$ cat src/rtl/mem_bus_arbiter.sv
// Two-port (CPU / debug) arbiter for the shared memory: sequences IDLE->SETUP->ACCESS->DONE
// and owns the memory strobes. Define ARB_ROUND_ROBIN_EN for round-robin arbitration on contention.
module mem_bus_arbiter #(
    parameter int ADDR_W        = 16,
    parameter int DATA_W        = 8,
    parameter int ACCESS_CYCLES = 2
) (
    input  logic              clk_i,
    input  logic              rst_ni,
    input  logic              cpu_req_i,
    input  logic              cpu_we_i,
    input  logic [ADDR_W-1:0] cpu_addr_i,
    input  logic [DATA_W-1:0] cpu_wdata_i,
    output logic              cpu_gnt_o,
    output logic              cpu_done_o,
    input  logic              dbg_req_i,
    input  logic              dbg_we_i,
    input  logic [ADDR_W-1:0] dbg_addr_i,
    input  logic [DATA_W-1:0] dbg_wdata_i,
    output logic              dbg_gnt_o,
    output logic              dbg_done_o,
    output logic [DATA_W-1:0] rdata_o,
    output logic              mem_ce_o,
    output logic              mem_oe_o,
    output logic              mem_r_o,
    output logic              mem_w_o,
    output logic [ADDR_W-1:0] mem_addr_o,
    output logic [DATA_W-1:0] mem_wdata_o,
    input  logic [DATA_W-1:0] mem_rdata_i
);

    localparam int CNT_W = $clog2(ACCESS_CYCLES + 1);
    localparam logic [CNT_W-1:0] CNT_INIT = CNT_W'(ACCESS_CYCLES - 1);
    localparam logic [CNT_W-1:0] CNT_ZERO = {CNT_W{1'b0}};

    typedef enum logic [1:0] {
        IDLE   = 2'd0,
        SETUP  = 2'd1,
        ACCESS = 2'd2,
        DONE   = 2'd3
    } state_e;

    state_e             state_q, state_d;
    logic               owner_q, owner_d;
    logic               last_owner_q, last_owner_d;
    logic               we_q, we_d;
    logic [ADDR_W-1:0]  addr_q, addr_d;
    logic [DATA_W-1:0]  wdata_q, wdata_d;
    logic [DATA_W-1:0]  rdata_q, rdata_d;
    logic [CNT_W-1:0]   cnt_q, cnt_d;
    logic               any_req_s;
    logic               winner_s;

    assign any_req_s = cpu_req_i | dbg_req_i;

    // Winner: 0 = CPU, 1 = debug. Only meaningful while any_req_s is high.
`ifdef ARB_ROUND_ROBIN_EN
    assign winner_s = (cpu_req_i & dbg_req_i) ? ~last_owner_q : ~cpu_req_i;
`else
    assign winner_s = ~cpu_req_i;
`endif

    // State and datapath registers with synchronous active-low reset
    always_ff @(posedge clk_i) begin
        if (!rst_ni) begin
            state_q      <= IDLE;
            owner_q      <= 1'b0;
            last_owner_q <= 1'b1;
            we_q         <= 1'b0;
            addr_q       <= {ADDR_W{1'b0}};
            wdata_q      <= {DATA_W{1'b0}};
            rdata_q      <= {DATA_W{1'b0}};
            cnt_q        <= CNT_ZERO;
        end else begin
            state_q      <= state_d;
            owner_q      <= owner_d;
            last_owner_q <= last_owner_d;
            we_q         <= we_d;
            addr_q       <= addr_d;
            wdata_q      <= wdata_d;
            rdata_q      <= rdata_d;
            cnt_q        <= cnt_d;
        end
    end

    // Next-state logic of the access sequencer
    always_comb begin
        state_d = state_q;
        case (state_q)
            IDLE: begin
                if (any_req_s) begin
                    state_d = SETUP;
                end else begin
                    state_d = IDLE;
                end
            end
            SETUP:  state_d = ACCESS;
            ACCESS: begin
                if (cnt_q == CNT_ZERO) begin
                    state_d = DONE;
                end else begin
                    state_d = ACCESS;
                end
            end
            DONE:    state_d = IDLE;
            default: state_d = IDLE;
        endcase
    end

    // Request latching, access countdown and read capture
    always_comb begin
        owner_d      = owner_q;
        last_owner_d = last_owner_q;
        we_d         = we_q;
        addr_d       = addr_q;
        wdata_d      = wdata_q;
        rdata_d      = rdata_q;
        cnt_d        = cnt_q;
        case (state_q)
            IDLE: begin
                if (any_req_s) begin
                    owner_d = winner_s;
                    if (winner_s) begin
                        we_d    = dbg_we_i;
                        addr_d  = dbg_addr_i;
                        wdata_d = dbg_wdata_i;
                    end else begin
                        we_d    = cpu_we_i;
                        addr_d  = cpu_addr_i;
                        wdata_d = cpu_wdata_i;
                    end
                end else begin
                    owner_d = owner_q;
                end
            end
            SETUP: cnt_d = CNT_INIT;
            ACCESS: begin
                if (cnt_q == CNT_ZERO) begin
                    if (!we_q) begin
                        rdata_d = mem_rdata_i;
                    end else begin
                        rdata_d = rdata_q;
                    end
                end else begin
                    cnt_d = cnt_q - CNT_W'(1);
                end
            end
            DONE:    last_owner_d = owner_q;
            default: cnt_d = CNT_ZERO;
        endcase
    end

    // Handshake and strobe decode from state/owner/direction
    always_comb begin
        cpu_gnt_o  = 1'b0;
        cpu_done_o = 1'b0;
        dbg_gnt_o  = 1'b0;
        dbg_done_o = 1'b0;
        mem_ce_o   = 1'b0;
        mem_oe_o   = 1'b0;
        mem_r_o    = 1'b0;
        mem_w_o    = 1'b0;
        case (state_q)
            IDLE: mem_ce_o = 1'b0;
            SETUP: begin
                cpu_gnt_o = ~owner_q;
                dbg_gnt_o = owner_q;
                mem_ce_o  = 1'b1;
            end
            ACCESS: begin
                mem_ce_o = 1'b1;
                if (we_q) begin
                    mem_w_o = 1'b1;
                end else begin
                    mem_oe_o = 1'b1;
                    mem_r_o  = 1'b1;
                end
            end
            DONE: begin
                cpu_done_o = ~owner_q;
                dbg_done_o = owner_q;
            end
            default: mem_ce_o = 1'b0;
        endcase
    end

    assign mem_addr_o  = addr_q;
    assign mem_wdata_o = wdata_q;
    assign rdata_o     = rdata_q;

endmodule

$ cat config.mk
export PLATFORM = sky130hd
export DESIGN_NAME = mem_bus_arbiter
export DESIGN_NICKNAME = d
export VERILOG_FILES = /design/src/rtl/mem_bus_arbiter.sv
export SDC_FILE = /design/constraint.sdc
export NUM_CORES = 1
export LEC_CHECK = 0
export ABC_AREA = 1
export CORE_ASPECT_RATIO = 1.4
export CORE_MARGIN = 2
export CORE_UTILIZATION = 36
export DETAILED_ROUTE_END_ITERATION = 12
export GPL_TIMING_DRIVEN = 0
export PLACE_DENSITY_LB_ADDON = 0.15
export SLEW_MARGIN = 10
export SYNTH_ARGS = -nofsm -noshare
export SYNTH_HDL_FRONTEND = slang
export SYNTH_SLANG_ARGS = --single-unit
$ cat constraint.sdc
create_clock -name clk_i -period 1.3 [get_ports clk_i]
set_input_delay 0.195 -clock clk_i [delete_from_list [all_inputs] [get_ports clk_i]]
set_output_delay 0.195 -clock clk_i [all_outputs]
set_load 0.01 [all_outputs]
Yosys cells after proc, flatten, opt, wreduce, memory -nomap -nowiden
Index checks and enable logic that the tools add are counted.

Muxes and demuxes: 17. Multiply operators: 0. Add/sub/neg operators: 1. Bitwise logic cells: 4. Shifts and indexed selects: 0. Magnitude comparators: 0. Equal/unequal tests: 4. Div/mod/pow operators: 0. Reduce and logical (&&, ||, !) cells: 7.

Operators with widths (number): two-way mux 16 bit (1); two-way mux 1 bit (12); two-way mux 8 bit (1); case mux 2 bit (4 select lines) (1); equality test 2 bit (second input constant) (2); zero test 2 bit (2); case mux 2 bit (2 select lines) (1); AND reduction 2 bit (2); NOT 1 bit (3); AND reduction 3 bit (1); equality test 2 x 1 -> 1 bit (second input constant) (1); two-way mux 2 bit (1); != test 2 bit (second input constant) (1); nonzero test 2 bit (1); OR reduction 2 bit (1); subtractor 2 x 1 -> 2 bit (second input constant) (1); OR 1 bit (1).

Bits in read-only memories: 0. Bits in writable memories: 0. Latch bits: 0. Bits in registers: 38. Memories: 0. Logic and storage cells: 40. Output and inout port bits: 40.

Depth between registers and ports, before layout
Word-level depth: 3. Depth in mapped cells: 7.

Worst setup path before layout
No wires, ideal clock.

Path type: flip-flop to flip-flop. Start: register state_q[0]. End: register rdata_q[6], in the netlist rdata_o[6]. Cell stages (with the launch flop): 8. Period minus slack after synthesis: 1.315 ns. Path buffers: 1. Data arrival time: 1.202 ns. Data required time: 1.187 ns. Setup time: 0.113 ns. Setup slack: -0.015 ns. Path through: dfxtp_1 -> inv_1 -> ha_1 -> nand3_1 -> buf_2 -> nand2_1 -> nand2_1 -> nor2_1.

Word-level cells in the longest chain between the ends: 2.

Ends and longest elaborated chain: start: declaration (RTL line 43) `state_e state_q, state_d;`; start signal: assignment (RTL line 75) `state_q <= state_d;`; equality test 2 bit (RTL line 119) `case (state_q)`; AND reduction 3 bit (no line); end signal: assignment (RTL line 72) `rdata_q <= {DATA_W{1'b0}};`; end signal: assignment (RTL line 81) `rdata_q <= rdata_d;`; end: declaration (RTL line 49) `logic [DATA_W-1:0] rdata_q, rdata_d;`.

No other way between the ends. A chain may end at the register's enable or synchronous reset.

Worst setup path in the final report
Start: register state_q[0]. End: output port mem_r_o.

Word-level cells in the longest chain between the ends: 2.

Ends and longest elaborated chain: equality test 2 bit (RTL line 163) `case (state_q)`; two-way mux 1 bit (RTL line 163); end: declaration (RTL line 25) `output logic mem_r_o,`.

No other way between the ends.

==> results.cfg <==
[run_status]
status = complete, but fails checks
failed_checks = negative setup slack

[critical_path]
worst_setup_path_start_kind = flip-flop
max_stage_delay_ps = 330
crit_path_frequent_cell = inv_2
cp.arrival_ps = 1180
path_buf_inv = 4
endpoint_kind = output pin
cp_top_family = flip-flops
crit_chain = inv_2, ha_4, inv_2, nor2_2, buf_4, buf_6
path_class = reg2out
crit_slowest_cell = dfxtp_2
cp_data_required_time_ps = 1110
crit_fanout = 3

[floorplanning]
fp.dieH_um = 93.39
fp.coreArea_mm2 = 0.005525
die_w_um = 67.85
die-area_mm2 = 0.006336
top_level_ports = 102
rows = 32
initial_core_util = 0.3718

[synthesis]
netlist.area_leader.share = 0.3703
muxShareOfSynthArea = 0
yosysSeqAreaShare = 0.3703
synth_compound_area_frac = 0.01888
synth_edf_count = 0
post-synth-top-count-cell = nand2_1
yosysTopAreaCell = dfxtp_1
synth-simple-area-share = 0.4208
yosys-top-cells-area = dfxtp_1 37%, nand2_1 28%, nor2_1 14%
synthXorXnorAreaFrac = 0
ys.flop_type = dfxtp_1
yosysUniqueCellTypes = 16
yosysWarningCount = 0
ys_async_sr_fraction = 0
synthTopCellsByCount = 153 x nand2_1, 74 x nor2_1, 46 x inv_1
syn_nets = 412
synth_fa_ha_area_frac = 0.04872
synth_top_family_by_area = simple AND/OR/NAND/NOR gates
ys_ff_latch = 38
syn_inst = 342
avgSynthCellArea_um2 = 6.007
synthesis.area_mm2 = 0.002054

[route]
drc = 0
vias = 2260
drt_iter0_markers = 63
via_per_inst = 4.280
first_pass_iters = 4
postRouteAntennaNets = 0
drt-wirelength-per-cell_um = 11.03
routed_wirelength_mm = 5.824

[clock_tree]
clk_pin_slew_worst_paths_ps = 80
clk_path_buf_depth = 2
numCtsBuffers = 5
cts.hold.buffers_added = 0
clkLatencyLatePin_ps = 290
cts.sinks = 38
htree_levels = 2
cts_tree = yes
clk_root_buffer_cell = clkbuf_8

[placed_design]
post-place-ws_ps = -445.4
placed_cells = 510
dp_hpwl_mm = 4.264
placed_area_mm2 = 0.003143
gp_congestion = 0.7308
portBuffers = 100

[timing]
worst_pin_slew_ps = 477.2
finalClockSkew_ps = 10.25
final.period_utilization = 1.059
min_period_ps = 1377
rsz0062_at_grt = true
setup_slack_ps = -77.34
maxSlewViolCount = 0
hold_viol_final = 0
setup_viol = 8
max_slew_margin = 0.6819
fmax_ghz = 0.7260

[global_routing]
grt_pass1_wl_mm = 9.156
gr-total-overflow = 0
grt_use_total = 0.1888
grt_pass1_vias = 2039
grt_max_degree = 14
antenna_found_initial = 0

[cells_and_area]
nets = 529
drive_above_1_share = 0.1174
area_growth_pct = 63.22
fin_area_mm2 = 0.003353
nFillCells = 573
instances_no_fill = 528
n_antenna_cell = 0

[pwr]
total_power_mw = 4.398
powerDensity_mw_per_mm2 = 1312
max-vdd-ir-drop_mv = 0.7878
power_leakage_nw = 1.845

[run]
cap_violations = 0

[min_path]
worst_hold_path_type = in2reg
-- layer usage --
layer / part of all wire / track usage / up-vias
li1: - / - / 1217
met1: 0.39 / 0.2156 / 972
met2: 0.52 / 0.3325 / 65
met3: 0.070 / 0.05415 / 6
met4: 0.012 / 0.05500 / 0
met5: 0 / 0 / -
-- path summary, 6_finish.rpt --
check | startpoint | endpoint | slack (ps) | cells after the start
setup / recovery | state_q[0] | mem_r_o | -80 | 6
setup reg to reg | state_q[1] | mem_addr_o[3] | 40 | 6
hold reg to reg | owner_q | owner_q | 500 | 2
hold / removal | rst_ni | mem_addr_o[14] | 220 | 3
-- report_power, final --
part           switching [mW]  leakage (nW)  internal (mW)
Sequential              0.113         0.315           1.38
Combinational           0.878          1.46          0.814
Clock                   0.442        0.0683          0.769
Total                    1.43          1.84           2.97
-- placed cells by master, fill, tap and decap left out, types with 2 or more instances in the layout --
| master | instances |
|---|---|
| clkdlybuf4s50_1 | 60 |
| nand2_1 | 153 |
| dfxtp_1 | 36 |
| ha_4 | 2 |
| ha_1 | 3 |
| inv_1 | 43 |
| ha_2 | 3 |
| bufinv_16 | 2 |
| buf_4 | 8 |
| buf_2 | 13 |
| dlygate4sd2_1 | 32 |
| clkbuf_8 | 5 |
| buf_6 | 10 |
| nor2_1 | 73 |
| o21ai_2 | 2 |
| inv_2 | 2 |
-- worst min-delay path, delay by kind of cell --
kind                   cells  cell delay, ps
AND/OR/NAND/NOR            2             120
buffers and inverters      1             170
-- stage by stage --
stage                 util  hold slack [ps]  setup TNS, ps
finish              0.6069            219.6         -366.4
global route        0.6069            233.1          -1149
CTS                 0.5974            213.1         -463.8
detailed placement  0.5688            498.3          -8563
global placement    0.5688            484.7          -7910
floorplan                -            329.9              0
-- layout make-up --
type                       instances  area (µm²)  share of cell area
clock inverter                     3       68.82             0.02052
clock buffer                       5       68.82             0.02052
timing repair buffer             109        1002              0.2989
tap                               68       85.08             0.02537
multi-input combinational        243        1064              0.3172
inverter                          46       175.2             0.05224
sequential                        38       765.7              0.2284
buffer                            16       123.9             0.03694
-- registers in the layout (all words and copies together) (netlist names) --
register / count
rdata_o: 8
mem_wdata_o: 8
cnt_q: 2
we_q: 1
owner_q: 1
mem_addr_o: 16
state_q: 2
-- timing repair --
item,in CTS,in global routing
endpoints found under the hold margin,0,0
gates cloned,0,4
setup buffers,6,0
setup endpoints to repair,74,30
gates resized for setup,82,8
pin swaps,2,0
-- cells by family (layout without fill, tap and decap cells) --
kind of cell    Yosys count  in the layout
flops                    38             38
buf+inv                  62            179
compound gates            5              6
fa+ha+maj                 8              8
simple gates            229            229
(Power assumes the default switching activity.)
